$ cat src/rtl/ternary_pkg.sv
`default_nettype none
// +------------------------------------------------------------------+
// | ternary_pkg                                                      |
// | Trit type, encodings and helpers shared by ternary blocks.       |
// | Rev 1.0 - initial release                                        |
// +------------------------------------------------------------------+
package ternary_pkg;

  typedef logic [1:0] trit_t;

  localparam trit_t TRIT_0   = 2'b00;
  localparam trit_t TRIT_1   = 2'b01;
  localparam trit_t TRIT_2   = 2'b10;
  localparam trit_t TRIT_ILL = 2'b11;

  function automatic logic trit_is_legal(input trit_t t);
    return (t != TRIT_ILL);
  endfunction

endpackage
`default_nettype wire

$ cat src/rtl/ternary_ripple_inc.sv
`default_nettype none
// +------------------------------------------------------------------+
// | ternary_ripple_inc                                               |
// | Combinational N-trit ripple of half adders: count + inc.         |
// | Rev 1.0 - initial release                                        |
// +------------------------------------------------------------------+
module ternary_ripple_inc
  import ternary_pkg::*;
#(
  parameter int N_TRITS = 3
) (
  input  logic [2*N_TRITS-1:0] count,
  input  trit_t                inc,
  output logic [2*N_TRITS-1:0] sum,
  output logic                 carry_out
);

  logic [N_TRITS-1:0] w_carry;

  genvar k;
  generate
    for (k = 0; k < N_TRITS; k++) begin : g_stage
      trit_t w_addend;
      if (k == 0) begin : g_first
        assign w_addend = inc;
      end else begin : g_rest
        // Carry between trits is only ever 0 or 1.
        assign w_addend = {1'b0, w_carry[k-1]};
      end

      trit_half_adder u_ha (
        .a     (count[2*k +: 2]),
        .b     (w_addend),
        .sum   (sum[2*k +: 2]),
        .carry (w_carry[k])
      );
    end
  endgenerate

  assign carry_out = w_carry[N_TRITS-1];

endmodule
`default_nettype wire

$ cat src/rtl/trit_half_adder.sv
`default_nettype none
// +------------------------------------------------------------------+
// | trit_half_adder                                                  |
// | Adds two trits: sum = (a+b) mod 3, carry = (a+b) div 3.          |
// | Rev 1.0 - initial release                                        |
// +------------------------------------------------------------------+
module trit_half_adder
  import ternary_pkg::*;
(
  input  trit_t a,
  input  trit_t b,
  output trit_t sum,
  output logic  carry
);

  logic [2:0] w_total;
  logic [2:0] w_wrapped;

  assign w_total   = {1'b0, a} + {1'b0, b};
  assign w_wrapped = w_total - 3'd3;

  always_comb begin
    sum   = w_total[1:0];
    carry = 1'b0;
    if (w_total >= 3'd3) begin
      sum   = w_wrapped[1:0];
      carry = 1'b1;
    end
  end

endmodule
`default_nettype wire

$ cat src/rtl/ternary_accumulator.sv
`default_nettype none
// +------------------------------------------------------------------+
// | ternary_accumulator                                              |
// | N-trit accumulator with load, wrap/saturate and error pulses.    |
// | Rev 1.0 - initial release                                        |
// +------------------------------------------------------------------+
module ternary_accumulator
  import ternary_pkg::*;
#(
  parameter int N_TRITS  = 3,
  parameter int SATURATE = 0
) (
  input  logic                 clk,
  input  logic                 rst,
  input  logic                 en,
  input  logic [1:0]           inc,
  input  logic                 load,
  input  logic [2*N_TRITS-1:0] load_val,
  output logic [2*N_TRITS-1:0] count,
  output logic                 ovf,
  output logic                 err,
  output logic                 at_max
);

  localparam logic [2*N_TRITS-1:0] c_all_two = {N_TRITS{TRIT_2}};

  logic [2*N_TRITS-1:0] r_count;
  logic                 r_ovf;
  logic                 r_err;

  logic [2*N_TRITS-1:0] w_sum;
  logic                 w_carry;
  logic                 w_load_legal;
  logic [2*N_TRITS-1:0] w_count_nxt;
  logic                 w_ovf_nxt;
  logic                 w_err_nxt;

  ternary_ripple_inc #(
    .N_TRITS (N_TRITS)
  ) u_ripple (
    .count     (r_count),
    .inc       (inc),
    .sum       (w_sum),
    .carry_out (w_carry)
  );

  always_comb begin
    w_load_legal = 1'b1;
    for (int k = 0; k < N_TRITS; k++) begin
      if (!trit_is_legal(load_val[2*k +: 2])) w_load_legal = 1'b0;
    end
  end

  // Priority below reset: load > accumulate > hold.
  always_comb begin
    w_count_nxt = r_count;
    w_ovf_nxt   = 1'b0;
    w_err_nxt   = 1'b0;
    if (load) begin
      if (w_load_legal) w_count_nxt = load_val;
      else              w_err_nxt   = 1'b1;
    end else if (en) begin
      if (!trit_is_legal(inc)) begin
        w_err_nxt = 1'b1;
      end else begin
        w_ovf_nxt   = w_carry;
        w_count_nxt = (w_carry && (SATURATE != 0)) ? c_all_two : w_sum;
      end
    end
  end

  always_ff @(posedge clk) begin
    if (rst) begin
      r_count <= '0;
      r_ovf   <= 1'b0;
      r_err   <= 1'b0;
    end else begin
      r_count <= w_count_nxt;
      r_ovf   <= w_ovf_nxt;
      r_err   <= w_err_nxt;
    end
  end

  assign count  = r_count;
  assign ovf    = r_ovf;
  assign err    = r_err;
  assign at_max = (r_count == c_all_two);

endmodule
`default_nettype wire
$ cat config.mk
export PLATFORM = sky130hd
export DESIGN_NAME = ternary_accumulator
export DESIGN_NICKNAME = d
export VERILOG_FILES = /design/src/rtl/ternary_pkg.sv /design/src/rtl/ternary_ripple_inc.sv /design/src/rtl/trit_half_adder.sv /design/src/rtl/ternary_accumulator.sv
export SDC_FILE = /design/constraint.sdc
export NUM_CORES = 1
export LEC_CHECK = 0
export ABC_AREA = 1
export CORE_UTILIZATION = 46
export DETAILED_ROUTE_END_ITERATION = 10
export PLACE_DENSITY = 0.84
export SKIP_CTS_REPAIR_TIMING = 1
export SYNTH_ARGS = -nofsm -noshare
export SYNTH_HDL_FRONTEND = slang
export SYNTH_HIERARCHICAL = 1
export SYNTH_SLANG_ARGS = --single-unit
$ cat constraint.sdc
create_clock -name clk -period 6.5 [get_ports clk]
set_input_delay 1.95 -clock clk [delete_from_list [all_inputs] [get_ports clk]]
set_output_delay 1.95 -clock clk [all_outputs]
set_load 0.01 [all_outputs]
# Word-level counts from Yosys, hierarchy flattened
# Cells that the tools add are included.
# word_totals
reg_bits	8
inputBits	12
wordCells	41
out_inout_bits	9
# op_classes
magnitude_cmp	3
bitwise_logic	2
muxes	17
n_eq_ne	6
reduce_logical	4
addsub	6
# ops
cell	count
6-bit 2-to-1 mux	4
1-bit 2-to-1 mux	10
3-bit by 2-bit >= comparator with 1-bit output, second input constant	3
2-bit inequality test, second input constant	4
2-bit by 1-bit adder with 3-bit output	2
6-bit equality test, second input constant	1
2-bit 2-to-1 mux	3
2-bit subtractor, second input constant	3
2-bit nonzero test	2
4-bit OR reduction	1
2-bit by 2-bit adder with 3-bit output	1
3-bit AND reduction	1
2-bit by 1-bit inequality test with 1-bit output, second input constant	1
1-bit inverter	2

# Longest topological paths before layout
# Gate-level depths: netlist (run 1).
# logic_depth
word_depth	12
depth_mapped	21
depth_no_buf	21

# Hierarchy
# The synthesis (run 1) kept the hierarchy.
# by_module_without_submodules
mod	area_per_inst_um2	seq_area_each_um2	instances	cells_per_inst
ternary_accumulator	493.0	160.2	1	70
trit_half_adder	83.8	0.0	3	12
ternary_ripple_inc	3.8	0.0	1	1

# Worst setup path after synthesis (run 1)
# Ideal clock, no wire load.
# synth_timing
path_type	input port to flip-flop
startpoint	input inc[0]
endpoint	register r_count[5], in the netlist count[5]
path_buffers	0
setup_time_ps	115
arrival_time_ps	5382
stages	20
t_required_ps	6385
slack_ps	1003
path_cell_list	ha_1 > fa_1 > ha_1 > nor2_2 > inv_1 > ha_1 > fa_1 > ha_1 > nor2_2 > inv_1 > ha_1 > fa_1 > ha_1 > o21ai_0 > nand2_1 > nand2_1 > and2_0 > nand3_2 > nand2_1 > nor2_1
# synth_between
elab_chain_cells	12
word_cells_on_any_way	16
cone_classes	4 x add/sub; 3 x order compare; 1 x eq/ne; 6 x mux; 2 x reduce/logical
# synth_lines
element	line	rtl
start, declared	ternary_accumulator.sv:16	input logic [1:0] inc,
2-bit by 2-bit adder with 3-bit output *	trit_half_adder.sv:19	assign w_total = {1'b0, a} + {1'b0, b};
3-bit by 2-bit >= comparator with 1-bit output *	trit_half_adder.sv:25	if (w_total >= 3'd3) begin
1-bit 2-to-1 mux *	trit_half_adder.sv:25	
via u_ripple.g_stage[1].w_addend[0]	ternary_ripple_inc.sv:23	trit_t w_addend;
2-bit by 1-bit adder with 3-bit output *	trit_half_adder.sv:19	
3-bit by 2-bit >= comparator with 1-bit output *	trit_half_adder.sv:25	
1-bit 2-to-1 mux *	trit_half_adder.sv:25	
via u_ripple.g_stage[2].w_addend[0]	ternary_ripple_inc.sv:23	
2-bit by 1-bit adder with 3-bit output *	trit_half_adder.sv:19	
3-bit by 2-bit >= comparator with 1-bit output or 2-bit subtractor (tied branches)	trit_half_adder.sv:25, trit_half_adder.sv:20	
2-bit 2-to-1 mux *	trit_half_adder.sv:25	
via w_sum[5]	ternary_accumulator.sv:31	logic [2*N_TRITS-1:0] w_sum;
6-bit 2-to-1 mux *	ternary_accumulator.sv:63	if (!trit_is_legal(inc)) begin
6-bit 2-to-1 mux *	ternary_accumulator.sv:62	end else if (en) begin
6-bit 2-to-1 mux *	ternary_accumulator.sv:59	if (load) begin
end signal, assigned	ternary_accumulator.sv:78	r_count <= w_count_nxt;
end, declared	ternary_accumulator.sv:27	logic [2*N_TRITS-1:0] r_count;
# The timed path passes the listed nets; every way through them passes the cells marked *. The select of a mux whose other input is x is not followed.
# A chain may end at the register's enable or synchronous reset.

# Worst setup path in the final report (run 1)
# Same ends and word-level chain as after synthesis.

==> results of run 1 <==
-- metrics by stage --
| step | instances | worst slack (ns) | hold WS, ns | util [%] | instance area [um^2] |
|---|---|---|---|---|---|
| after global routing | 144 | 0.119 | 0.578 | 63.8 | 961 |
| final | 144 | 0.367 | 0.538 | 63.8 | 961 |
| after CTS | 144 | 0.441 | 0.542 | 63.8 | 961 |
| after global placement | 141 | 0.361 | 0.528 | 62.3 | 938 |
| after detailed placement | 141 | 0.226 | 0.532 | 62.3 | 938 |
| after floorplan | 108 | 1.00 | 0.548 | - | 752 |
-- routing by layer --
metal	track usage, %	up-vias
li1	-	386
met1	27.6	340
met2	38.5	43
met3	3.88	8
met4	8.13	0
met5	0	-
-- state kept, by name, indices dropped and copies added, names as in the netlist --
signal	count
count	6
err	1
ovf	1
-- layout make-up --
class	instances	area share [%]
Sequential cell	8	16.7
Timing Repair Buffer	20	20.8
Multi-Input combinational cell	88	53.8
Clock buffer	3	2.34
Tap cell	16	2.08
Inverter	9	4.30
-- worst reg2reg max path, cell delays in order, from the launching register on --
cell     delay, ns
dfxtp_1       0.34
ha_1          0.22
fa_1          0.47
ha_1          0.26
nor2_2        0.17
inv_1         0.08
ha_1          0.19
fa_1          0.48
ha_1          0.26
nor2_2        0.15
inv_1         0.06
ha_1          0.20
fa_1          0.48
ha_1          0.25
o21ai_0       0.16
nand2_1       0.07
nand2_1       0.06
and2_0        0.15
nand3_2       0.08
nand2_1       0.08
nor2_1        0.04
-- worst max path at each step --
stage / depth (start not counted) / end / start
6_report: 21 / count[5] / inc[0]
5_1_grt: 21 / count[5] / inc[0]
4_1_cts: 22 / count[4] / inc[0]
3_5_place_dp: 21 / count[5] / inc[0]
3_3_place_gp: 21 / count[5] / inc[0]
2_1_floorplan: 20 / count[5] / inc[0]
-- cell families (layout without fill, tap and decap cells) --
logic type	after synthesis	count (layout)
AO/OA/AOI/OAI	13	13
adder cells (fa/ha/maj)	9	9
buffers and inverters	12	32
flip-flops	8	8
other	1	2
AND/OR/NAND/NOR	64	64
-- power groups by stage --
stage / Combinational [uW] / Sequential [uW] / Clock, uW
floorplan: 84.7 / 63.7 / 0
global placement: 114 / 61.9 / 0
detailed placement: 121 / 62.1 / 0
CTS: 122 / 61.1 / 40.8
global route: 140 / 62.1 / 45.1
finish: 125 / 60.8 / 40.5
-- synthesized netlist by cell type --
cell     count  share of area [%]
nand2_1     35                 18
dfxtp_1      8                 21
inv_1        8                4.0
a21oi_1      7                4.7
nor2_1       7                3.5
ha_1         6                 10
o21ai_0      6                4.0
and2_0       4                3.3
nand3_1      4                2.7
nand3_2      4                5.4
buf_6        3                4.5
fa_1         3                8.0
nor2_2       3                2.5
and2_1       2                1.7
nand4_1      2                1.7
conb_1       1               0.50
inv_8        1                1.5
nand2_2      1               0.84
nand2_4      1                1.5
nor3_1       1               0.67
==> summary.txt, run 1 <==
Top Ports -> 21
status -> complete, no violations
initial antenna violation count -> 0
Routed wire per std cell -> 12.4 um
clock share of power -> 17.9%
FF-to-FF path depth -> 20
Final #Nets -> 151
Routed Antenna Nets -> 0
Final Cycle Share -> 94.4%
sequential element share of the synthesized area -> 21.4%
CTS tree -> built
post-synthesis compound-gate area fraction -> 8.70%
# diodes -> 0
FILL cells -> 134
Worst Path Buf+Inv -> 3
RR Endpoint -> count[5]
GP Congestion -> 0.841
port buffer count -> 20
grt ovf -> 0
R2R Setup Slk -> 2.17 ns
max_cap viols -> 0
Synth Warn # -> 6
Flop pwr share -> 26.9%
critical path endpoint category -> flip-flop
Core Rows -> 14
PD cells -> 235 nW/um^2
final WL -> 1790 um
Max Slew Vio Count -> 0
cell internal pwr -> 134 uW
Detailed Place HPWL -> 1370 um
area grow syn2layout -> 28.4%
mean post-synth cell area -> 6.99 um^2
min-delay src -> count[4]
router iterations before antenna repair -> 4
Sw Pwr -> 91.9 uW
worst-path cell with the longest stage delay -> fa_1
GRT Resource Usage Total -> 22.3%
Synth Area in Adders -> 18.1%
cell chain of the critical path -> clkdlybuf4s50_1 -> ha_1 -> fa_1 -> ha_1 -> nor2_2 -> inv_1 -> ha_1 -> fa_1 -> ha_1 -> nor2_2 -> inv_1 -> ha_1 -> fa_1 -> ha_1 -> o21ai_0 -> nand2_1 -> nand2_1 -> and2_0 -> nand3_2 -> nand2_1 -> nor2_1
Overall Power -> 226 uW
crit-path most repeated cell -> ha_1
clk sinks -> 8
Skew-Pair Late Insertion Delay -> 0.26 ns
Leak -> 0.000471 uW
M1 WL -> 765 um
Hold Vio Cnt, Final -> 0
Worst Skew -> 0.00745 ns
simple-gate portion of the synthesized area -> 41.3%
Die X -> 42.3 um
flops & latches, synth -> 8
RSZ-0062 raised after global routing -> false
CP max stage delay -> 0.48 ns
top sig layer -> met4
number of vias in the routed layout -> 777
mux share of post-synthesis cell area -> 0%
Final min period -> 6.13 ns
Hold Path Sink -> count[4]
library cells used by synthesis -> 20
hold path depth -> 2
Post-Synth XOR/XNOR Area -> 0%
vias in the first global route -> 705
largest family of logic cells by synthesized area -> simple AND/OR/NAND/NOR gates
worst hold path type -> flip-flop to flip-flop
DR WL met3 -> 114 um
Req. time, crit path -> 6.66 ns
DRC -> 0
Clock Pin Slew Worst Setup and Hold Paths -> 0.06 ns
worst path arrival time -> 6.29 ns
FF/Latch Area -> 160 um^2
most common cell after layout, fill and taps aside -> nand2_1
Initial DRC Count -> 31
height of the die -> 42.3 um
Post-Syn Instances -> 107
clock buffer count from CTS -> 3
root buffer cell -> clkbuf_4
largest net degree at the start of global routing -> 14
crit path kind -> primary input to flip-flop
FMAX -> 0.163 GHz
worst-case clock buffer depth -> 2
layout cells sized above 1 -> 10.2%
setup tns final -> 0 ns
Peak VDD IR -> 0.129 mV
final setup vio count -> 0
via/cell ratio -> 5.40
commonest non-fill, non-tap cells in the layout -> nand2_1 (35), clkdlybuf4s50_1 (20), inv_1 (8), dfxtp_1 (8)
CORE AREA -> 1510 um^2
sw frac -> 40.7%
WL met2 -> 866 um
htree depth -> 1
area of the multi-input gates -> 517 um^2
Max Fanout on Critical Path -> 3
critical path's top delay family -> adder cells
startpoint class of the critical path -> primary input
die area -> 1790 um^2
starting density of the core -> 49.7%
Worst R2R Start -> count[0]
global-route wire length before repair -> 3060 um
cell area after synthesis -> 748 um^2
Comb power frac -> 55.2%
(Power assumes the default switching activity.)
==> inputs of run 2 (changes only) <==
- SKIP_LAST_GASP: not set -> 1
==> results of run 2 <==
No change in the layout: final DEF, timing and power equal those of run 1.
